==> config.mk <==
export PLATFORM = sky130hd
export DESIGN_NAME = cpu_sequencer
export DESIGN_NICKNAME = d
export VERILOG_FILES = /design/src/rtl/cpu_sequencer.sv
export SDC_FILE = /design/constraint.sdc
export NUM_CORES = 1
export LEC_CHECK = 0
export CORE_UTILIZATION = 40
export CTS_CLUSTER_DIAMETER = 120
export DETAILED_ROUTE_END_ITERATION = 8
export GPL_ROUTABILITY_DRIVEN = 0
export PLACE_DENSITY = 0.73
export SETUP_SLACK_MARGIN = 0.3
export SKIP_CTS_REPAIR_TIMING = 1
export SLEW_MARGIN = 5
export SYNTH_ARGS = -nofsm -noshare
export SYNTH_HDL_FRONTEND = slang
export SYNTH_SLANG_ARGS = --single-unit
==> constraint.sdc <==
create_clock -name clk -period 2.36 [get_ports clk]
set_input_delay 0.354 -clock clk [delete_from_list [all_inputs] [get_ports clk]]
set_output_delay 0.354 -clock clk [all_outputs]
set_load 0.01 [all_outputs]
==> src/rtl/cpu_sequencer.sv <==
// ============================================================================
// Module   : cpu_sequencer
// Purpose  : Registered one-hot control state machine for the accumulator CPU.
//            Sequences fetch, execute (ADD, AND, JMP, INC, JZ, LDAC, STAC,
//            HALT) and an illegal-opcode trap. Memory states hold until the
//            memory signals ready.
// Ports    : clk, rst_n (async, active-low)
//            OPCODE      - DR opcode field, looked at only in FETCH3
//            MEM_READY   - memory completes the current access
//            AC_ZERO     - accumulator is zero (used by JZ1)
//            ARLOAD/PCLOAD/DRLOAD/ACLOAD/IRLOAD/PCINC/ACINC - datapath strobes
//            ALUSEL      - 0 ADD, 1 AND, 2 PASS
//            SYSTEMBUSSEL- 0 PC, 1 DR, 2 MEM, 3 AC
//            MEM_REQ/MEMWRITE - memory access pending / access is a write
//            HALTED, ILLEGAL, RETIRE - status
//            STATE       - one-hot current state
// Revision : 1.0 - initial release
// ============================================================================
`default_nettype none

module cpu_sequencer #(
  parameter int OPCODE_W   = 4,
  parameter int NUM_STATES = 14
) (
  input  logic                  clk,
  input  logic                  rst_n,
  input  logic [OPCODE_W-1:0]   OPCODE,
  input  logic                  MEM_READY,
  input  logic                  AC_ZERO,
  output logic                  ARLOAD,
  output logic                  PCLOAD,
  output logic                  DRLOAD,
  output logic                  ACLOAD,
  output logic                  IRLOAD,
  output logic                  PCINC,
  output logic                  ACINC,
  output logic [1:0]            ALUSEL,
  output logic [1:0]            SYSTEMBUSSEL,
  output logic                  MEM_REQ,
  output logic                  MEMWRITE,
  output logic                  HALTED,
  output logic                  ILLEGAL,
  output logic                  RETIRE,
  output logic [NUM_STATES-1:0] STATE
);

  // State values are the one-hot codes themselves, so the register drives
  // STATE directly and any non-one-hot value falls into the default arm.
  typedef enum logic [13:0] {
    S_FETCH1 = 14'h0001,
    S_FETCH2 = 14'h0002,
    S_FETCH3 = 14'h0004,
    S_ADD1   = 14'h0008,
    S_ADD2   = 14'h0010,
    S_AND1   = 14'h0020,
    S_AND2   = 14'h0040,
    S_JMP1   = 14'h0080,
    S_INC1   = 14'h0100,
    S_JZ1    = 14'h0200,
    S_LDAC1  = 14'h0400,
    S_LDAC2  = 14'h0800,
    S_STAC1  = 14'h1000,
    S_HALT1  = 14'h2000
  } state_t;

  localparam logic [1:0] BUS_PC  = 2'd0;
  localparam logic [1:0] BUS_DR  = 2'd1;
  localparam logic [1:0] BUS_MEM = 2'd2;
  localparam logic [1:0] BUS_AC  = 2'd3;

  localparam logic [1:0] ALU_ADD  = 2'd0;
  localparam logic [1:0] ALU_AND  = 2'd1;
  localparam logic [1:0] ALU_PASS = 2'd2;

  state_t state_q, state_d;
  // Set once HALT1 has been occupied for a cycle; limits RETIRE to entry.
  logic   halt_seen_q;
  logic   illegal_op;

  assign illegal_op = (OPCODE > OPCODE_W'(7));
  assign STATE      = NUM_STATES'(state_q);

  always_ff @(posedge clk or negedge rst_n) begin
    if (!rst_n) begin
      state_q     <= S_FETCH1;
      halt_seen_q <= 1'b0;
    end else begin
      state_q     <= state_d;
      halt_seen_q <= (state_q == S_HALT1);
    end
  end

  always_comb begin
    state_d      = S_FETCH1;
    ARLOAD       = 1'b0;
    PCLOAD       = 1'b0;
    DRLOAD       = 1'b0;
    ACLOAD       = 1'b0;
    IRLOAD       = 1'b0;
    PCINC        = 1'b0;
    ACINC        = 1'b0;
    ALUSEL       = ALU_ADD;
    SYSTEMBUSSEL = BUS_PC;
    MEM_REQ      = 1'b0;
    MEMWRITE     = 1'b0;
    HALTED       = 1'b0;
    ILLEGAL      = 1'b0;
    RETIRE       = 1'b0;

    case (state_q)
      S_FETCH1: begin
        ARLOAD  = 1'b1;
        state_d = S_FETCH2;
      end
      S_FETCH2: begin
        MEM_REQ      = 1'b1;
        SYSTEMBUSSEL = BUS_MEM;
        DRLOAD       = MEM_READY;
        PCINC        = MEM_READY;
        state_d      = MEM_READY ? S_FETCH3 : S_FETCH2;
      end
      S_FETCH3: begin
        ARLOAD       = 1'b1;
        IRLOAD       = 1'b1;
        SYSTEMBUSSEL = BUS_DR;
        if (illegal_op) begin
          // Trap: retire as a NOP and refetch.
          ILLEGAL = 1'b1;
          RETIRE  = 1'b1;
          state_d = S_FETCH1;
        end else begin
          case (OPCODE[2:0])
            3'd0:    state_d = S_ADD1;
            3'd1:    state_d = S_AND1;
            3'd2:    state_d = S_JMP1;
            3'd3:    state_d = S_INC1;
            3'd4:    state_d = S_JZ1;
            3'd5:    state_d = S_LDAC1;
            3'd6:    state_d = S_STAC1;
            default: state_d = S_HALT1;
          endcase
        end
      end
      S_ADD1: begin
        MEM_REQ      = 1'b1;
        SYSTEMBUSSEL = BUS_MEM;
        DRLOAD       = MEM_READY;
        state_d      = MEM_READY ? S_ADD2 : S_ADD1;
      end
      S_AND1: begin
        MEM_REQ      = 1'b1;
        SYSTEMBUSSEL = BUS_MEM;
        DRLOAD       = MEM_READY;
        state_d      = MEM_READY ? S_AND2 : S_AND1;
      end
      S_LDAC1: begin
        MEM_REQ      = 1'b1;
        SYSTEMBUSSEL = BUS_MEM;
        DRLOAD       = MEM_READY;
        state_d      = MEM_READY ? S_LDAC2 : S_LDAC1;
      end
      S_ADD2: begin
        ACLOAD       = 1'b1;
        SYSTEMBUSSEL = BUS_DR;
        ALUSEL       = ALU_ADD;
        RETIRE       = 1'b1;
      end
      S_AND2: begin
        ACLOAD       = 1'b1;
        SYSTEMBUSSEL = BUS_DR;
        ALUSEL       = ALU_AND;
        RETIRE       = 1'b1;
      end
      S_LDAC2: begin
        ACLOAD       = 1'b1;
        SYSTEMBUSSEL = BUS_DR;
        ALUSEL       = ALU_PASS;
        RETIRE       = 1'b1;
      end
      S_JMP1: begin
        PCLOAD       = 1'b1;
        SYSTEMBUSSEL = BUS_DR;
        RETIRE       = 1'b1;
      end
      S_INC1: begin
        ACINC  = 1'b1;
        RETIRE = 1'b1;
      end
      S_JZ1: begin
        SYSTEMBUSSEL = BUS_DR;
        PCLOAD       = AC_ZERO;
        RETIRE       = 1'b1;
      end
      S_STAC1: begin
        MEM_REQ      = 1'b1;
        MEMWRITE     = 1'b1;
        SYSTEMBUSSEL = BUS_AC;
        RETIRE       = MEM_READY;
        state_d      = MEM_READY ? S_FETCH1 : S_STAC1;
      end
      S_HALT1: begin
        HALTED  = 1'b1;
        RETIRE  = ~halt_seen_q;
        state_d = S_HALT1;
      end
      default: begin
        // Corrupted encoding: all strobes stay at their zero defaults and
        // the machine re-enters FETCH1.
        state_d = S_FETCH1;
      end
    endcase
  end

endmodule

`default_nettype wire

== After elaboration in Yosys (flattened, before gate mapping) ==
Index checks and enable logic that the tools add are counted.

* Latch bits: 0
* Memories kept: 0
* Input bits: 8
* Word-level logic and storage cells: 54
* Output and inout bits: 30
* Bits in read-only memories: 0
* Register bits after elaboration: 15
* Bits in writable memories: 0

* Shift-type cells: 0
* Bitwise gates (word level): 1
* Divide/modulo/power cells: 0
* Reduce and logical (&&, ||, !) cells: 7
* Order comparisons: 1
* Equal/unequal tests: 20
* Muxes and demuxes: 23
* Add/sub/neg operators: 0
* Multiply operators: 0

{| class="wikitable"
|+ Operator list
! cell !! count
|-
| $pmux 14 s8 || 1
|-
| $pmux 14 s7 || 1
|-
| $eq 14x1->1 const B || 1
|-
| $eq 14x10->1 const B || 1
|-
| $eq 14x11->1 const B || 1
|-
| $eq 14x12->1 const B || 1
|-
| $eq 14x13->1 const B || 1
|-
| $eq 14x14->1 const B || 1
|-
| $eq 14x2->1 const B || 1
|-
| $eq 14x3->1 const B || 1
|-
| $eq 14x4->1 const B || 1
|-
| $eq 14x5->1 const B || 1
|-
| $eq 14x6->1 const B || 1
|-
| $eq 14x7->1 const B || 1
|-
| $eq 14x8->1 const B || 1
|-
| $eq 14x9->1 const B || 1
|-
| $mux 14 || 1
|-
| $mux 13 || 1
|-
| $mux 12 || 1
|-
| $reduce_or 6->1 || 2
|-
| $mux 1 || 11
|-
| $eq 3x3->1 const B || 3
|-
| $mux 7 || 1
|-
| $eq 3x2->1 const B || 2
|-
| other kinds (14) || 14
|}

== Logic depth before layout (Yosys ltp) ==
* Word-level depth: 4
* Gate-level depth with buffers: 5
* Depth with buffers taken out: 4

== Least setup slack after synthesis ==
Ideal clock, no wire load.

* Path type: reg2out
* From: register state_q[5] (netlist: STATE[5])
* To: output port SYSTEMBUSSEL[0]
* Buffers on the path: 0
* Arrival: 1783 ps
* Data required time: 2006 ps
* Stages on the path, launching flop included: 5
* Path slack: 223 ps
* Cells stage by stage: dfrtp_1 > or4_1 > or4_1 > a21bo_1 > nand4_1

* Cells in the longest elaborated chain, start to end: 3
* Elaborated cells on any way between the ends: 14
* Classes of those cells: eq/ne: 11; mux: 1; reduce/logical: 2

{| class="wikitable"
|+ Ends and longest elaborated chain
! element !! RTL line !! source
|-
| start, declared || 75 || <nowiki>state_t state_q, state_d;</nowiki>
|-
| start signal, assigned || 88 || <nowiki>state_q <= state_d;</nowiki>
|-
| $eq 14x3->1, or another cell as far along || 110 || <nowiki>case (state_q)</nowiki>
|-
| $reduce_or 6->1 (no line) / $reduce_or 4->1 (equally long branches) || n/a ||
|-
| $pmux 2 s3 (*) || 110 ||
|-
| end, declared || 38 || <nowiki>output logic [1:0] SYSTEMBUSSEL,</nowiki>
|}

Every way passes the cells marked *; elsewhere a longest branch is shown, timed or not.

== Worst setup path after layout ==
* From: register state_q[4] (netlist: STATE[4])
* To: output port SYSTEMBUSSEL[0]

Same word-level chain as after synthesis.

==> flow_metrics.tcl <==
set metrics [dict create \
    dpl.hpwl_um 2430 \
    core_um2 2450 \
    grt_pass1_vias 1101 \
    post-place-ws_ns -0.214 \
    peakVddDrop_mv 0.645 \
    drt_first_pass_iters 4 \
    clockBufferDepth 2 \
    yosysWarningCount 0 \
    drc 0 \
    cts_buffers 3 \
    die_w_um 52.9 \
    yosysMostFrequentCell "dfrtp_1" \
    fmax_mhz 401 \
    drtAntennaViolNets 0 \
    ys_seq_elements 15 \
    antenna_found_initial 0 \
    multi_input_area_um2 657 \
    hold_viol_final 0 \
    htreeDepth 1 \
    drt-wirelength-per-cell_um 16.9 \
    antenna_cells 0 \
    fp-row-count 18 \
    clock_latency_ns 0.29 \
    worstPathArrival_ns 2.14 \
    async_flop_share 1.00 \
    grt_first_pass_wirelength_um 4970 \
    yosysTopAreaCell "dfrtp_1" \
    worstReg2RegEnd "STATE[12]" \
    layout_setup_ws_ns -0.134 \
    maxCapViolCount 0 \
    path_clk_slew_ns 0.11 \
    initial_core_util 0.422 \
    syn_inst 105 \
    netlist_area_um2 1030 \
    hp-class "in -> async" \
    crit_fanout 3 \
    fin_crit_ns 2.49 \
    r2r-start "STATE[10]" \
    setup_viol 5 \
    fin_total_pwr_uw 1050 \
    outcome "complete, but fails checks" \
    setup.worst_path.start_class "flip-flop" \
    root_buffer "clkbuf_4" \
    synthTopCellsByCount "dfrtp_1, nand4_1, nor2_1" \
    critPathRequiredTime_ns 2.01 \
    slew_headroom 0.532 \
    violations "negative setup slack" \
    overflow 0 \
    leakagePower_uw 0.000880 \
    regToRegSetupSlack_ns 0.40 \
    top_usage_layer "met2" \
    fill_cells 177 \
    cts_tree "yes" \
    grt_max_degree 16 \
    fp.dieArea_um2 2790 \
    fin_nets 195 \
    ios 38 \
    tightestPinTransition_ns 0.700 \
    wl_um 3660 \
    synth_edf_count 0 \
    final.setup.tns_ns -0.483 \
    end_kind "output port" \
    fin_crit_sh 1.06 \
    synthTopCellsByArea "dfrtp_1, nand4_1, nor4_1, nor4b_1, nor4_4" \
    grtUsageTotal 0.251 \
    drt_first_iter_violations 49 \
    grt.met2_usage 0.420 \
    fin_skew_ns 0.0150 \
    use_met1 0.322 \
    reg2reg_depth 7 \
    final_cell_count_no_fill 216 \
    portBuffers 37 \
    slew_viol_final 0 \
    synth-main-ff-cell "dfrtp_1" \
    gr-usage-met3 0.0230 \
    rsz0062_at_grt "true" \
    p_per_area_nw_per_um2 574 \
    synthDistinctLibCells 35 \
    syn_nets 113 \
    clkSinkCount 15 \
    synth_top_area_share 0.339 \
    yosysSeqAreaShare 0.364 \
    via_per_inst 5.87 \
    crit_type "reg -> out" \
    drive_above_1_share 0.457 \
    die_h_um 52.9 \
    placed_cells 196 \
    regArea_um2 379 \
    synth.avg_cell_area_um2 9.85 \
    area_growth_pct 76.5 \
    vias 1268 \
]
==> stage by stage <==
stage	instance area [um2]	hold slack (ns)	utilization
final	1830	0.474	0.744
after global routing	1830	0.533	0.744
after CTS	1640	0.492	0.669
after detailed placement	1610	0.670	0.656
after global placement	1610	0.657	0.656
after floorplan	1040	0.0584	-
==> logic make-up (layout without fill, tap and decap cells) <==
logic type                Yosys count  count (layout)  synth area share
AOI/OAI and AO/OA                   9               9            0.0677
buffers and inverters              11              92            0.0750
muxes                               3               3            0.0290
xor gates and xnor gates            4               4            0.0339
DFF                                15              15             0.364
and+or+nand+nor                    63              63             0.430
==> cell usage in the layout, fill, tap and decap left out, drive strengths merged, types with 2 or more instances in the layout <==
cell and n:
dfrtp 14, nor4b 5, xor2 3, and3 2
o31ai 2, o22ai 2, clkdlybuf4s50 22, nand3 3
o32ai 2, nand2b 4, clkbuf 5, nor4 12
nor2 10, mux2i 3, buf 58, inv 5
nand2 4, nand4b 3, or4 3, nand4 11
==> worst max-delay path, cell delays in order (launching register included) <==
cell	delay, ns
dfrtp_2	0.42
or4_4	0.53
or4_1	0.47
a21bo_1	0.20
nand4_1	0.09
buf_2	0.13
==> how the worst max path moves through the flow <==
stage | to | cells past startpoint | startpoint
final | SYSTEMBUSSEL[0] | 5 | STATE[4]
after detailed placement | RETIRE | 5 | STATE[5]
after global routing | RETIRE | 5 | STATE[5]
after CTS | RETIRE | 5 | STATE[5]
after global placement | SYSTEMBUSSEL[0] | 5 | STATE[5]
after floorplan | SYSTEMBUSSEL[0] | 4 | STATE[5]
==> layer usage <==
layer  wire length, um  share of wire
met3               201          0.055
met5                 0              0
met2              1780           0.49
met1              1560           0.42
met4               123          0.034
==> registers in the layout (all words and copies together), names as in the netlist <==
| register | cells |
|---|---|
| STATE | 14 |
| halt_seen_q | 1 |
==> report_power, final <==
group | switching [uW] | internal (uW) | leakage [uW]
clock | 90.0 | 64.3 | 0.0000139
combinational | 276 | 304 | 0.000665
sequential | 27.4 | 287 | 0.000201
total | 394 | 656 | 0.000880
==> cell type report <==
cell class,count,area share
flip-flops and latches,15,0.208
clock buffers,3,0.0123
multi-input cells,79,0.360
clock inverters,1,0.00411
repair buffers,83,0.386
inverters,5,0.0103
well taps,30,0.0205
No activity file was read; power rests on OpenSTA's default activity.
==> RTL change 1, RTL diff (config.mk and constraints unchanged) <==
Reset style: synchronous (`rst_n`), changed in one clocked block. Comments in the files are not updated.
--- a/src/rtl/cpu_sequencer.sv
+++ b/src/rtl/cpu_sequencer.sv
@@ -82,3 +82,3 @@
 
-  always_ff @(posedge clk or negedge rst_n) begin
+  always_ff @(posedge clk) begin
     if (!rst_n) begin
Formal check against the unedited RTL: differs if rst_n is asserted again (counterexample within 4 cycles, from zero or initial values and one cycle with rst_n low); with rst_n held inactive, the same outputs for 10 cycles.
==> RTL change 1 against the original RTL <==
  * The flow still finishes with violations (setup timing)
  * Maximum frequency shrank 1.2%
  * Critical path depth grew 1
  * Utilization grew 5.9 points
  * Area after synthesis shrank 4.8%
  * Routed wire length grew 6.8%
  * Sequential cell count is the same
  * Design area is the same
  * Setup slack lost 0.030 ns
  * Highest routed layer unchanged
Power is not compared: it rests on default switching activity, and its combinational part moved more than twofold at a synthesized area within 25%.
==> RTL change 1: results (changes against the original RTL) <==
global_routing:
  grt_pass1_vias: 1218  # +11%
  met3_usage: 0.0292  # +0.00625
  grt_pass1_wl_um: 5300  # +6.5%
  grt_max_degree: 10  # -6
  grt_usage: 0.273  # +0.0218
logic_synthesis:
  yosys-top-cells-area: "dfxtp_1, nor2_1, buf_6"
  synth_mux_area_frac: 0  # -0.0290
  synth_compound_area_frac: 0.0928  # +0.0250
  yosys-top-cells-count: "dfxtp_1, nor2_1, nand2_1"
  seq_area_frac_synth: 0.305  # -0.0590
  synthArstFlopShare: 0  # -1.00
  syn_avg_cell_area_sq_um: 8.34  # -15%
  synth.distinct_cells: 38  # +8.6%
  synthXorXnorAreaFrac: 0.0178  # -0.0161
worst_setup_path:
  cp_slowest_stage_delay_ns: 0.60  # +0.07 ns
  cp_max_fo: 7  # +4
placed_design:
  place_inst: 214  # +9.2%
timing:
  fin_worst_skew_ns: 0.00699  # -0.00806 ns
  tightest_slew_ns: 0.647  # -0.0531 ns
  setup_viol: 10  # +5
  fin_setup_tns_ns: -0.994  # -0.511 ns
  fin_ws_ns: -0.164  # -0.0296 ns
outcome:
  outcome: "complete, but fails checks"
  violations: "setup timing"
detailed_routing:
  drt-met1-wl_um: 1560  # +0.51%
  wl_per_cell_um: 17.1  # +1.1%
  wl_met3_um: 178  # -11%
  vias_per_cell: 5.75  # -2.1%
finish:
  fin_cells: 228  # +5.6%
[RTL change 1: cell count changes after synthesis, sizes merged, moves of 3 or more]
cell   change
and2       +3
dfrtp     -14
dfxtp     +15
mux2i      -3
nand2      +6
nand4      -7
nor2       +5
nor3       +3
or2        +3
or4        +5
[RTL change 1: area by class of cell]
cell class / instances / area (sq um)
clock buffer: 3 / 22.5
inverter: 4 / 15.0
tap: 28 / 35.0
multi-input combinational: 95 / 762
sequential: 15 / 309
clock inverter: 1 / 5.00
fill: 136 / 449
timing repair buffer: 82 / 678
[RTL change 1: path summary, 6_finish.rpt]
kind,slack [ns],startpoint,endpoint,cells past startpoint
worst max-delay path,-0.16,STATE[4],MEMWRITE,6
worst min-delay path,0.70,STATE[3],STATE[1],4
worst max register to register,0.20,STATE[4],STATE[3],7
worst min register to register,0.70,STATE[3],STATE[1],4
[RTL change 1: where the power goes]
group | internal, mW | switching, mW
Sequential | 0.260 | 0.00548
Clock | 0.0632 | 0.0837
Combinational | 0.0859 | 0.0849
Total | 0.409 | 0.174
==> RTL change 2, RTL diff (same settings) <==
Without the edit above. Set the parameter `OPCODE_W` to 3 (it was 4).
--- a/src/rtl/cpu_sequencer.sv
+++ b/src/rtl/cpu_sequencer.sv
@@ -21,3 +21,3 @@
 module cpu_sequencer #(
-  parameter int OPCODE_W   = 4,
+  parameter int OPCODE_W   = 3,
   parameter int NUM_STATES = 14
Ports: changed (resized OPCODE); port bits go from 38 to 37. No check against the original RTL was run, so the function may have changed too.
==> RTL change 2 against the original RTL <==
  * The run still ends with setup timing left
  * Sequential cell count is the same
  * Global-route usage fell by 0.26 points
  * Utilization rose by 8.4 points
  * Die area is 2.9% lower
  * Critical path depth increased by 1
  * Design area rose by 4.2%
  * Sequential power down 4%
  * Largest power group unchanged
  * Setup slack worse by 0.0089 ns
  * Area after synthesis shrank 3.0%
  * Total power up 8.2%
  * Routed wire length about the same
  * Critical path type unchanged
  * Sequential share of layout area shrank 0.64 points
==> RTL change 2: results (changes against the original RTL) <==
timing:
  max_slew_margin: 0.587  # +0.0551
  finalHoldWorstSlack_ns: 0.454  # -0.0195 ns
  setup_viol: 8  # +3
  fin_worst_skew_ns: 0.00145  # -0.0136 ns
  fin_ws_ns: -0.143  # -0.00892 ns
global_routing:
  grt_max_degree: 16  # unchanged
  grt_pass1_wl_um: 4910  # -1.2%
  grt_usage: 0.248  # -0.00261
  grt_pass1_vias: 1082  # -1.7%
detailed_routing:
  first_pass_iters: 4  # unchanged
  drtIter0Drc: 32  # -35%
  routed_wl_um: 3660  # about the same
  vias_per_cell: 5.64  # -3.9%
pwr:
  vdd_drop_max_v: 0.000590  # -8.6%
  leakage_nw: 0.905  # +2.9%
logic_synthesis:
  yosys-top-cells-area: "dfrtp_1, nor2_1, nor4_1"
  yosys-top-cells-count: "dfrtp_1, nor2_1, nand2_1"
  seq_area_frac_synth: 0.375  # +0.0113
  synth.distinct_cells: 44  # +26%
  syn-num-nets: 124  # +9.7%
finish:
  drive_gt1_frac: 0.513  # +0.0560
  fillers: 125  # -29%
  fin_nets: 201  # +3.1%
worst_setup_path:
  r2r-start: "STATE[9]"
  r2r-end: "STATE[0]"
  r2r_slack_ns: 0.23  # -0.17 ns
outcome:
  violations: "setup timing"
  outcome: "complete, but fails checks"
placed_design:
  pre_cts_slack_ns: -0.289  # -0.0748 ns
  hpwl_um: 2510  # +3.5%
  placedInstanceArea_sq_mm: 0.00167  # +3.6%
  port_buffers: 35  # -5.4%
clock_network:
  clk_pin_slew_ns: 0.08  # -0.03 ns
  clock_latency_ns: 0.28
[RTL change 2: changes by cell type after synthesis, moves of 3 or more]
cell	delta
a21oi_1	+3
clkbuf_1	+3
mux2i_1	-3
nand2_1	+4
nand4_1	-8
nor3_1	+6
o21ai_0	+3
[RTL change 2: worst max-delay path by stage]
stage	to	slack, ns	cells after the start	startpoint
finish	SYSTEMBUSSEL[0]	-0.14	6	STATE[9]
global route	SYSTEMBUSSEL[0]	-0.20	6	STATE[9]
CTS	SYSTEMBUSSEL[0]	-0.60	5	STATE[8]
detailed placement	SYSTEMBUSSEL[0]	-0.29	5	STATE[8]
global placement	SYSTEMBUSSEL[0]	-0.23	5	STATE[8]
floorplan	RETIRE	0.13	4	STATE[8]
[RTL change 2: critical path: stages (launching register included)]
cell and delay (ns):
dfrtp_1 0.40, or4b_4 0.53, or4_4 0.53, buf_4 0.16
inv_4 0.04, or4_4 0.11, buf_6 0.09
[RTL change 2: final cells by class]
class / count / area, sq um / area share
clock buffer: 4 / 26.3 / 0.0138
multi-input combinational: 90 / 776 / 0.408
inverter: 6 / 25.0 / 0.0131
sequential: 15 / 383 / 0.201
tap: 28 / 35.0 / 0.0184
timing repair buffer: 78 / 658 / 0.346
[RTL change 2: layer usage]
| metal | global-route usage | vias up | part of all wire |
|---|---|---|---|
| met5 | 0 | - | 0 |
| met1 | 0.324 | 612 | 0.42 |
| met2 | 0.429 | 42 | 0.53 |
| li1 | - | 588 | - |
| met4 | 0.0946 | 0 | 0.010 |
| met3 | 0.00877 | 5 | 0.040 |
[RTL change 2: metrics by stage]
step	utilization	TNS (ns)	power (mW)	instances
3_3_place_gp	0.727	-1.36	0.905	209
5_1_grt	0.828	-1.21	1.20	221
6_report	0.828	-0.579	1.14	221
2_1_floorplan	-	0	0.647	117
3_5_place_dp	0.727	-1.71	0.920	209
4_1_cts	0.738	-6.44	1.06	213
[RTL change 2: where the power goes]
group          total (mW)  internal, mW  switching, mW
clock network       0.140        0.0657         0.0743
registers           0.301         0.288         0.0131
logic               0.695         0.349          0.346
total                1.14         0.702          0.434
[RTL change 2: kinds of logic (layout without fill, tap and decap cells)]
kind of cell           after synthesis  in the layout  share of synthesized area
AND/OR/NAND/NOR                     68             68                      0.414
other                                1              1                    0.00374
flip-flops                          15             15                      0.375
AO/OA/AOI/OAI                       16             16                      0.106
buffers and inverters               12             88                     0.0574
XOR/XNOR                             5              5                     0.0436
